`src/rtl/lsu_align_if.sv`:
```
// +----------------------------------------------------------------------+
// | lsu_align_if : request/response and data-cache bus of lsu_align      |
// | Rev 1.0                                                              |
// +----------------------------------------------------------------------+
`default_nettype none

interface lsu_align_if #(
   parameter int XLEN   = 32,
   parameter int ADDR_W = 32
);
   logic                req_valid;
   logic                req_ready;
   logic                req_we;
   logic [1:0]          req_size;
   logic                req_unsigned;
   logic [ADDR_W-1:0]   req_addr;
   logic [XLEN-1:0]     req_wdata;
   logic                resp_valid;
   logic [XLEN-1:0]     resp_rdata;
   logic                resp_err;
   logic [ADDR_W-1:0]   mem_addr;
   logic                mem_re;
   logic [XLEN/8-1:0]   mem_we;
   logic [XLEN-1:0]     mem_din;
   logic [XLEN-1:0]     mem_dout;
   logic                mem_stall;

   // master: the alignment unit itself; slave: pipeline + cache side
   modport master (
      input  req_valid, req_we, req_size, req_unsigned, req_addr, req_wdata,
      input  mem_dout, mem_stall,
      output req_ready, resp_valid, resp_rdata, resp_err,
      output mem_addr, mem_re, mem_we, mem_din
   );

   modport slave (
      output req_valid, req_we, req_size, req_unsigned, req_addr, req_wdata,
      output mem_dout, mem_stall,
      input  req_ready, resp_valid, resp_rdata, resp_err,
      input  mem_addr, mem_re, mem_we, mem_din
   );
endinterface

`default_nettype wire

```
`src/rtl/lsu_align.sv`:
```
// +----------------------------------------------------------------------+
// | lsu_align : load/store alignment, word-crossing split, load extend   |
// | Rev 1.0                                                              |
// +----------------------------------------------------------------------+
`default_nettype none

module lsu_align #(
   parameter int XLEN   = 32,
   parameter int ADDR_W = 32
) (
   input  wire logic   clk,
   input  wire logic   reset,
   lsu_align_if.master bus
);
   localparam int NB    = XLEN / 8;
   localparam int OFF_W = $clog2(NB);

   typedef enum logic [1:0] {
      S_IDLE  = 2'd0,
      S_SPLIT = 2'd1,
      S_WAIT  = 2'd2
   } state_t;

   state_t              state_q, state_d;
   logic                split_q, we_q, uns_q, err_q;
   logic [1:0]          size_q;
   logic [OFF_W-1:0]    off_q;
   logic [ADDR_W-1:0]   addr1_q;
   logic [NB-1:0]       mask1_q;
   logic [XLEN-1:0]     data1_q;
   logic [XLEN-1:0]     lo_q;

   logic [OFF_W-1:0]    w_off;
   logic [3:0]          w_bytes;
   logic                w_illegal, w_split, w_ready, w_accept;
   logic [2*NB-1:0]     w_mask2;
   logic [2*XLEN-1:0]   w_data2;
   logic [ADDR_W-1:0]   w_addr0;

   assign w_off     = bus.req_addr[OFF_W-1:0];
   assign w_bytes   = 4'd1 << bus.req_size;
   assign w_illegal = (XLEN == 32) && (bus.req_size == 2'd3);
   assign w_split   = !w_illegal && ((int'(w_off) + int'(w_bytes)) > NB);
   assign w_mask2   = ~({2*NB{1'b1}} << w_bytes) << w_off;
   assign w_data2   = {{XLEN{1'b0}}, bus.req_wdata} << {w_off, 3'b000};
   assign w_addr0   = {bus.req_addr[ADDR_W-1:OFF_W], {OFF_W{1'b0}}};
   // Ready in WAIT only after a non-split access: gives 1/cycle aligned throughput
   assign w_ready   = (state_q == S_IDLE) || ((state_q == S_WAIT) && !split_q);
   assign w_accept  = bus.req_valid && w_ready && !bus.mem_stall;

   always_ff @(posedge clk or posedge reset) begin
      if (reset) begin
         state_q <= S_IDLE;
         split_q <= 1'b0;
         we_q    <= 1'b0;
         uns_q   <= 1'b0;
         err_q   <= 1'b0;
         size_q  <= 2'd0;
         off_q   <= '0;
         addr1_q <= '0;
         mask1_q <= '0;
         data1_q <= '0;
         lo_q    <= '0;
      end else if (!bus.mem_stall) begin
         state_q <= state_d;
         if (w_accept) begin
            split_q <= w_split;
            we_q    <= bus.req_we;
            uns_q   <= bus.req_unsigned;
            err_q   <= w_illegal;
            size_q  <= bus.req_size;
            off_q   <= w_off;
            addr1_q <= w_addr0 + ADDR_W'(NB);
            mask1_q <= w_mask2[2*NB-1:NB];
            data1_q <= w_data2[2*XLEN-1:XLEN];
         end
         if (state_q == S_SPLIT) begin
            lo_q <= bus.mem_dout;
         end
      end
   end

   always_comb begin
      state_d      = state_q;
      bus.mem_addr = w_addr0;
      bus.mem_we   = '0;
      bus.mem_re   = 1'b0;
      bus.mem_din  = w_data2[XLEN-1:0];
      case (state_q)
         S_IDLE: begin
            if (w_accept) state_d = w_split ? S_SPLIT : S_WAIT;
         end
         S_SPLIT: begin
            state_d      = S_WAIT;
            bus.mem_addr = addr1_q;
            bus.mem_re   = ~we_q;
            bus.mem_we   = we_q ? mask1_q : '0;
            bus.mem_din  = data1_q;
         end
         S_WAIT: begin
            state_d = w_accept ? (w_split ? S_SPLIT : S_WAIT) : S_IDLE;
         end
         default: state_d = S_IDLE;
      endcase
      if (w_accept && !w_illegal) begin
         bus.mem_re = ~bus.req_we;
         bus.mem_we = bus.req_we ? w_mask2[NB-1:0] : '0;
      end
   end

   logic [2*XLEN-1:0]   w_pair;
   logic [XLEN-1:0]     w_low, w_keep, w_top, w_ext;
   logic [3:0]          w_bytes_q;
   logic                w_sign;

   always_comb begin
      w_bytes_q = 4'd1 << size_q;
      w_pair    = split_q ? {bus.mem_dout, lo_q} : {{XLEN{1'b0}}, bus.mem_dout};
      w_low     = XLEN'(w_pair >> {off_q, 3'b000});
      // w_top isolates the access's most significant bit for sign extension
      w_keep    = ~({XLEN{1'b1}} << {w_bytes_q, 3'b000});
      w_top     = w_keep ^ (w_keep >> 1);
      w_sign    = ~uns_q & (|(w_low & w_top));
      w_ext     = (w_low & w_keep) | ({XLEN{w_sign}} & ~w_keep);
   end

   assign bus.req_ready  = w_ready;
   assign bus.resp_valid = (state_q == S_WAIT);
   assign bus.resp_err   = (state_q == S_WAIT) && err_q;
   assign bus.resp_rdata = ((state_q == S_WAIT) && !we_q && !err_q) ? w_ext : '0;
endmodule

`default_nettype wire

```
`src/flat_wrapper.sv`:
```
// flat-port wrapper written by rule: the top's interface ports become plain ports
module lsu_align_flat 
#(
   parameter int XLEN   = 32,
   parameter int ADDR_W = 32
)
  (clk, reset, bus_req_valid, bus_req_we, bus_req_size, bus_req_unsigned, bus_req_addr, bus_req_wdata, bus_mem_dout, bus_mem_stall, bus_req_ready, bus_resp_valid, bus_resp_rdata, bus_resp_err, bus_mem_addr, bus_mem_re, bus_mem_we, bus_mem_din);
  lsu_align_if #(.XLEN(XLEN), .ADDR_W(ADDR_W)) bus_i ();
  input  wire logic clk;
  input  wire logic reset;
  input wire logic [$bits(bus_i.req_valid)-1:0] bus_req_valid;
  input wire logic [$bits(bus_i.req_we)-1:0] bus_req_we;
  input wire logic [$bits(bus_i.req_size)-1:0] bus_req_size;
  input wire logic [$bits(bus_i.req_unsigned)-1:0] bus_req_unsigned;
  input wire logic [$bits(bus_i.req_addr)-1:0] bus_req_addr;
  input wire logic [$bits(bus_i.req_wdata)-1:0] bus_req_wdata;
  input wire logic [$bits(bus_i.mem_dout)-1:0] bus_mem_dout;
  input wire logic [$bits(bus_i.mem_stall)-1:0] bus_mem_stall;
  output wire logic [$bits(bus_i.req_ready)-1:0] bus_req_ready;
  output wire logic [$bits(bus_i.resp_valid)-1:0] bus_resp_valid;
  output wire logic [$bits(bus_i.resp_rdata)-1:0] bus_resp_rdata;
  output wire logic [$bits(bus_i.resp_err)-1:0] bus_resp_err;
  output wire logic [$bits(bus_i.mem_addr)-1:0] bus_mem_addr;
  output wire logic [$bits(bus_i.mem_re)-1:0] bus_mem_re;
  output wire logic [$bits(bus_i.mem_we)-1:0] bus_mem_we;
  output wire logic [$bits(bus_i.mem_din)-1:0] bus_mem_din;
  assign bus_i.req_valid = bus_req_valid;
  assign bus_i.req_we = bus_req_we;
  assign bus_i.req_size = bus_req_size;
  assign bus_i.req_unsigned = bus_req_unsigned;
  assign bus_i.req_addr = bus_req_addr;
  assign bus_i.req_wdata = bus_req_wdata;
  assign bus_i.mem_dout = bus_mem_dout;
  assign bus_i.mem_stall = bus_mem_stall;
  assign bus_req_ready = bus_i.req_ready;
  assign bus_resp_valid = bus_i.resp_valid;
  assign bus_resp_rdata = bus_i.resp_rdata;
  assign bus_resp_err = bus_i.resp_err;
  assign bus_mem_addr = bus_i.mem_addr;
  assign bus_mem_re = bus_i.mem_re;
  assign bus_mem_we = bus_i.mem_we;
  assign bus_mem_din = bus_i.mem_din;
  lsu_align #(.XLEN(XLEN), .ADDR_W(ADDR_W)) u_core (.clk(clk), .reset(reset), .bus(bus_i));
endmodule
```
`config.mk`:
```
export PLATFORM = sky130hd
export DESIGN_NAME = lsu_align_flat
export DESIGN_NICKNAME = d
export VERILOG_FILES = /design/src/rtl/lsu_align_if.sv /design/src/rtl/lsu_align.sv /design/src/flat_wrapper.sv
export SDC_FILE = /design/constraint.sdc
export NUM_CORES = 1
export LEC_CHECK = 0
export ABC_AREA = 1
export BUFFER_PORTS_ARGS = -buffer_cell sky130_fd_sc_hd__buf_2
export CORE_AREA = 4 4 152 154
export DETAILED_ROUTE_END_ITERATION = 10
export DIE_AREA = 0 0 156 158
export GPL_TIMING_DRIVEN = 0
export PLACE_DENSITY_LB_ADDON = 0.2
export SLEW_MARGIN = 20
export SYNTH_ARGS = -nofsm -noshare
export SYNTH_HDL_FRONTEND = slang
export SYNTH_SLANG_ARGS = --single-unit
```
`constraint.sdc`:
```
create_clock -name clk -period 7.9 [get_ports clk]
set_input_delay 1.58 -clock clk [delete_from_list [all_inputs] [get_ports clk]]
set_output_delay 1.58 -clock clk [all_outputs]
set_load 0.005 [all_outputs]
```
# Word-level counts from Yosys, hierarchy flattened
# Cells that the tools add are included.
[totals]
register_bits = 110
latch_bits = 0
ramBits = 0
romBits = 0
input_bits = 104
out_inout_bits = 104
word_cells = 71
mem_count = 0
[op_classes]
add_sub_neg = 2
mul = 0
n_div = 0
n_lt_le_gt_ge = 1
eq_ne = 4
shifts = 7
n_mux = 14
n_bitwise = 13
n_reduce_logical = 19
[ops]
columns = ["op", "n"]
rows = [
  ["AND 32 bit", 3],
  ["2-to-1 mux 32 bit", 3],
  ["2-to-1 mux 64 bit", 1],
  ["inverter 32 bit", 2],
  ["left shift 32 x 5 -> 64 bit", 1],
  [">> shifter 64 x 5 -> 32 bit", 1],
  ["adder 32 x 3 -> 32 bit, second input constant", 1],
  ["> comparator 32 x 4 -> 1 bit, second input constant", 1],
  ["OR 32 bit", 1],
  ["OR reduction 32 bit", 1],
  ["left shift 32 x 7 -> 32 bit, first input constant", 1],
  ["bitwise XOR 32 x 31 -> 32 bit", 1],
  ["2-to-1 mux 4 bit", 4],
  ["logical AND 1 bit", 8],
  ["inverter 8 bit", 1],
  ["left shift 1 x 2 -> 4 bit, first input constant", 2],
  ["left shift 8 x 2 -> 8 bit", 1],
  ["left shift 8 x 4 -> 8 bit, first input constant", 1],
  ["2-to-1 mux 2 bit", 3],
  ["one-hot mux 2 bit (3 select lines)", 1],
  ["AND reduction 2 bit", 3],
  ["adder 2 x 4 -> 5 bit", 1],
  ["zero test 1 bit", 5],
  ["== test 2 bit, second input constant", 2],
  ["7 further kinds", 11],
]

# Logic depth before layout (Yosys ltp)
[depth]
word_depth = 10
ltp_mapped = 14
ltp_nobuf = 11

# Worst setup path after synthesis
# No wires, ideal clock.
[synth_timing]
kind = "in2out"
startpoint = "input port bus_mem_dout[31]"
endpoint = "output port bus_resp_rdata[20]"
arrival_ns = 2.462
required_ns = 6.320
slack_ns = 3.858
path_stages = 11
path_buffers = 1
path_cell_list = "inv_1 -> nand2_2 -> nand3_2 -> nand3_1 -> nand3_2 -> nand3_4 -> nand2_4 -> nand2_4 -> nand2_4 -> buf_12 -> nor2_4"
[synth_between]
elab_chain_len = 8
[synth_rtl]
columns = ["item", "line_no", "source"]
rows = [
  ["from (decl)", "flat_wrapper.sv:17", "input wire logic [$bits(bus_i.mem_dout)-1:0] bus_mem_dout;"],
  ["2-to-1 mux 64 bit", "lsu_align.sv:118", "w_pair = split_q ? {bus.mem_dout, lo_q} : {{XLEN{1'b0}}, bus.mem_dout};"],
  [">> shifter 64 x 5 -> 32 bit", "lsu_align.sv:119", "w_low = XLEN'(w_pair >> {off_q, 3'b000});"],
  ["AND 32 bit", "lsu_align.sv:123", "w_sign = ~uns_q & (|(w_low & w_top));"],
  ["OR reduction 32 bit", "lsu_align.sv:123", ""],
  ["AND 1 bit", "lsu_align.sv:123", ""],
  ["AND 32 bit", "lsu_align.sv:124", "w_ext = (w_low & w_keep) | ({XLEN{w_sign}} & ~w_keep);"],
  ["OR 32 bit", "lsu_align.sv:124", ""],
  ["2-to-1 mux 32 bit", "lsu_align.sv:130", "assign bus.resp_rdata = ((state_q == S_WAIT) && !we_q && !err_q) ? w_ext : '0;"],
  ["to (decl)", "flat_wrapper.sv:21", "output wire logic [$bits(bus_i.resp_rdata)-1:0] bus_resp_rdata;"],
]
# No other way between the ends.

# Worst setup path after layout
[layout_timing]
startpoint = "input port bus_req_addr[0]"
endpoint = "output port bus_mem_din[9]"
[layout_between]
elab_chain_len = 2
[layout_rtl]
columns = ["item", "line_no", "source"]
rows = [
  ["from (decl)", "flat_wrapper.sv:15", "input wire logic [$bits(bus_i.req_addr)-1:0] bus_req_addr;"],
  ["left shift 32 x 5 -> 64 bit", "lsu_align.sv:45", "assign w_data2 = {{XLEN{1'b0}}, bus.req_wdata} << {w_off, 3'b000};"],
  ["2-to-1 mux 32 bit", "lsu_align.sv:89", "case (state_q)"],
  ["to (decl)", "flat_wrapper.sv:26", "output wire logic [$bits(bus_i.mem_din)-1:0] bus_mem_din;"],
]
# No other way between the ends.

==> results by stage <==
Status:
- The run finished with clean final reports.

Final layout:
- In the final layout, the multi-input gates occupy 4170 um^2.
- Compared with the post-synthesis result, the final layout area differs by 22.8%.
- The layout filler cell count is 2403.
- In the final design database the tool counted 1485 nets.
- Once layout is done, the placed cells without fillers occupy 9270 um^2.
- The total area of sequential cells is 2480 um^2.
- The proportion of layout cells with a drive suffix above 1 is 0.213.

Logic synthesis:
- Sorting the synthesized cells by area gives the leading types as dfrtp_1, nand2_1, o21ai_0, inv_1, o22ai_1.
- The cell area that synthesis handed to floorplanning was 7550 um^2.
- The largest area contributor in the synthesized netlist is dfrtp_1.
- The cell count after synthesis is 1160.
- The most used flip-flop cell after synthesis is dfrtp_1.
- The proportion of synthesized flip-flops having asynchronous set or reset is 1.00.
- Synthesis inferred 99 register bits.
- For this run, the number of Yosys warnings is 0.
- The number of enable-type register cells in the synthesized netlist is 0.
- The share of the Yosys chip area taken by registers is 0.328.
- The count of distinct cell types in the synthesized netlist is 45.
- After synthesis, the mean cell area works out to 6.51 um^2.
- The area share of the largest cell type after synthesis is 0.328.

Clock network:
- The TritonCTS clock tree is built.
- The post-CTS clock slew at the launch and capture registers of the worst setup and hold paths is 70 ps.
- The root buffer cell is clkbuf_16.
- Counting the buffers created by CTS gives 9.
- The source-to-sink clock delay at the later pin of the worst-skew pair is 360 ps.
- The post-CTS setup buffer count is 0.
- The number of clock sinks is 99.
- The maximum clock path buffer count is 2.
- Hold repair after CTS inserted 0 buffers.
- The number of gates resized after cts is 0.
- The H-tree level count is 3.

GRT:
- The total congestion overflow after global routing is 0.
- The first global-routing pass estimated 46500 um of wire.
- The pin count of the biggest net entering global routing is 52.
- The initial antenna violation count is 2.
- Across every metal layer, demand over resource in global routing totals 0.241.
- The number of global-route vias before repair is 8498.

Timing:
- Timing would allow up to 0.210 GHz.
- In the finished design, the share of the clock period the worst path needs comes to 0.604.
- The final count of pins violating max slew came to 0.
- The clock period could shrink to 4770 ps.
- The total count of hold-check failures in the final report came to 0.
- Measured against its own limit, the worst slew margin works out to 0.437.
- The transition time at the pin with the least slew margin is 844 ps.
- After routing, the total negative slack on setup checks comes to 0 ps.
- Setup repair after global routing left no endpoint under its margin.
- For the final database, setup skew stands at 9.41 ps.
- The worst setup slack after layout is 3130 ps.
- Setup violations remaining at the end of the flow were counted as 0.

Drt:
- The number of iterations in the first detailed-routing pass is 5.
- After detailed routing, the number of vias per cell comes to 5.19.
- The number of DRC markers in iteration 0 is 628.
- The via count of the routed design is 8648.
- Dividing the detail-routed wire length by the instance count gives 18.1 um.
- The detail route stage leaves a number of antenna-violating nets equal to 0.
- The routed wire length is 30100 um.
- The number of DRC violations after detailed routing is 0.

Power:
- The worst voltage drop across the vdd grid is 0.141 mV.
- The static power due to leakage is 0.00464 uW.
- The power density over the cells is 245 nW/um^2.

Die:
- The I/O pin total is 208.
- The cell row count is 54.
- The die span in y is 158 um.
- The die covers 24600 um^2.
- The starting density of the core is 0.348.
- The region available for standard cell placement spans 21700 um^2.
- The die is 156 um wide.

Worst setup path:
- The category of the most critical setup path is input pin to primary output.
- Measured in cells, the most critical reg-to-reg path has a length of 7.
- The biggest fanout along the worst timing path is 10.
- STA classifies the critical path endpoint as a primary output.
- The required time at the endpoint of the critical path is 6320 ps.
- The kind of start point of the critical path is an input pin.
- Data arrives at the worst endpoint at 3190 ps.

Placement:
- The total half-perimeter wirelength after legalization and detailed placement is 22800 um.
- During placement, the flow inserted port buffers numbering 204.
- The worst setup timing slack at the placement stage is 3150 ps.
- The placed instances occupy a cell area of 8960 um^2.
- The routability-driven placement congestion ratio is 0.963.

Worst hold path:
- The worst hold path class is register to register.
- Along the worst hold path, the cell count comes to 2.

Run:
- The reported max-cap violation count is 0.
[where the power goes]
group,internal (uW),switching [uW]
logic,350,695
clock network,255,217
registers,675,80.3
total,1280,992
[sequential cells by signal, indices dropped and copies added, names as in the netlist]
signal / flops
u_core.addr1_q: 30
u_core.data1_q: 24
u_core.lo_q: 32
u_core.mask1_q: 4
u_core.off_q: 2
u_core.size_q: 2
u_core.split_q: 1
u_core.state_q: 2
u_core.uns_q: 1
u_core.we_q: 1
[synth_stat cells (4+ instances only)]
| cell type | number |
|---|---|
| nor3_1 | 20 |
| buf_2 | 12 |
| a31oi_1 | 9 |
| o21ai_0 | 134 |
| nand2_2 | 4 |
| buf_6 | 6 |
| nor2_1 | 64 |
| o21ai_1 | 33 |
| nor2_4 | 12 |
| o22ai_1 | 47 |
| nand3_1 | 43 |
| a21oi_1 | 41 |
| nand2_1 | 359 |
| dfrtp_1 | 99 |
| clkbuf_1 | 42 |
| nand4_1 | 10 |
| xor2_1 | 7 |
| xnor2_1 | 4 |
| o211ai_1 | 16 |
| a221oi_2 | 6 |
| nand3_2 | 6 |
| buf_1 | 5 |
| inv_1 | 136 |
| inv_2 | 8 |
| buf_4 | 4 |
[worst max-delay path, cell delays in order]
cell and delay [ps]:
buf_2 150, clkbuf_1 370, clkbuf_1 470, o21ai_0 240
o22ai_1 220, buf_2 160
[metal layers]
metal  routed length (um)  vias to the layer above  global-route usage
li1                     -                     4225                   -
met1                13300                     3974               0.334
met2                13500                      402               0.391
met3                 2570                       47              0.0306
met4                  745                        0              0.0817
met5                    0                        -                   0
[layout by cell type (no fill, tap or decap), drive strengths merged, types with 4 or more instances in the layout]
cell type | netlist | routed
nand2 | 366 | 366
inv | 145 | 145
or2 | 5 | 5
a221oi | 7 | 7
nor3 | 21 | 21
a21oi | 41 | 41
o211ai | 17 | 17
o22ai | 47 | 47
nor2 | 79 | 79
nand4 | 10 | 10
buf | 28 | 233
o21ai | 168 | 168
clkbuf | 42 | 52
dfrtp | 99 | 99
xnor2 | 4 | 4
a31oi | 9 | 9
nand3 | 50 | 50
clkinv | 1 | 5
xor2 | 7 | 7
[cell families after synthesis]
group	after synthesis	synth area share
adders and majority gates	4	0.00762
DFF	99	0.328
AOI/OAI and AO/OA	294	0.221
and+or+nand+nor	532	0.306
xor gates and xnor gates	11	0.0128
muxes	3	0.00398
buffers and inverters	216	0.120
other	1	0.000497
[metrics by stage]
| step | instances | util | total power (uW) | hold WS, ps |
|---|---|---|---|---|
| 4_1_cts | 1662 | 0.427 | 2270 | 472 |
| 5_1_grt | 1664 | 0.427 | 2440 | 500 |
| 3_3_place_gp | 1645 | 0.412 | 1790 | 452 |
| 6_report | 1665 | 0.427 | 2270 | 474 |
| 3_5_place_dp | 1646 | 0.413 | 1800 | 455 |
| 2_1_floorplan | 1161 | - | 1440 | 437 |
[layout make-up]
| type | instances | area share |
|---|---|---|
| Multi-Input combinational cell | 846 | 0.450 |
| Timing Repair Buffer | 205 | 0.113 |
| Sequential cell | 99 | 0.267 |
| Clock buffer | 10 | 0.0258 |
| Tap cell | 280 | 0.0378 |
| Buffer | 70 | 0.0382 |
| Inverter | 146 | 0.0599 |
| Clock inverter | 6 | 0.00702 |
| Antenna cell | 3 | 0.000810 |
[worst paths after layout]
check,from,end,slack [ps]
worst max-delay path,bus_req_addr[0],bus_mem_din[9],3130
worst min-delay path,u_core.lo_q[25]$_DFFE_PP0P_,u_core.lo_q[25]$_DFFE_PP0P_,470
worst max register to register,u_core.state_q[0]$_DFFE_PP0P_,u_core.lo_q[11]$_DFFE_PP0P_,5760
worst min register to register,u_core.lo_q[25]$_DFFE_PP0P_,u_core.lo_q[25]$_DFFE_PP0P_,470
max in group asynchronous,reset,u_core.data1_q[7]$_DFFE_PP0P_,6000
min in group asynchronous,reset,u_core.lo_q[22]$_DFFE_PP0P_,1270
Power figures use the tool's default switching activity.
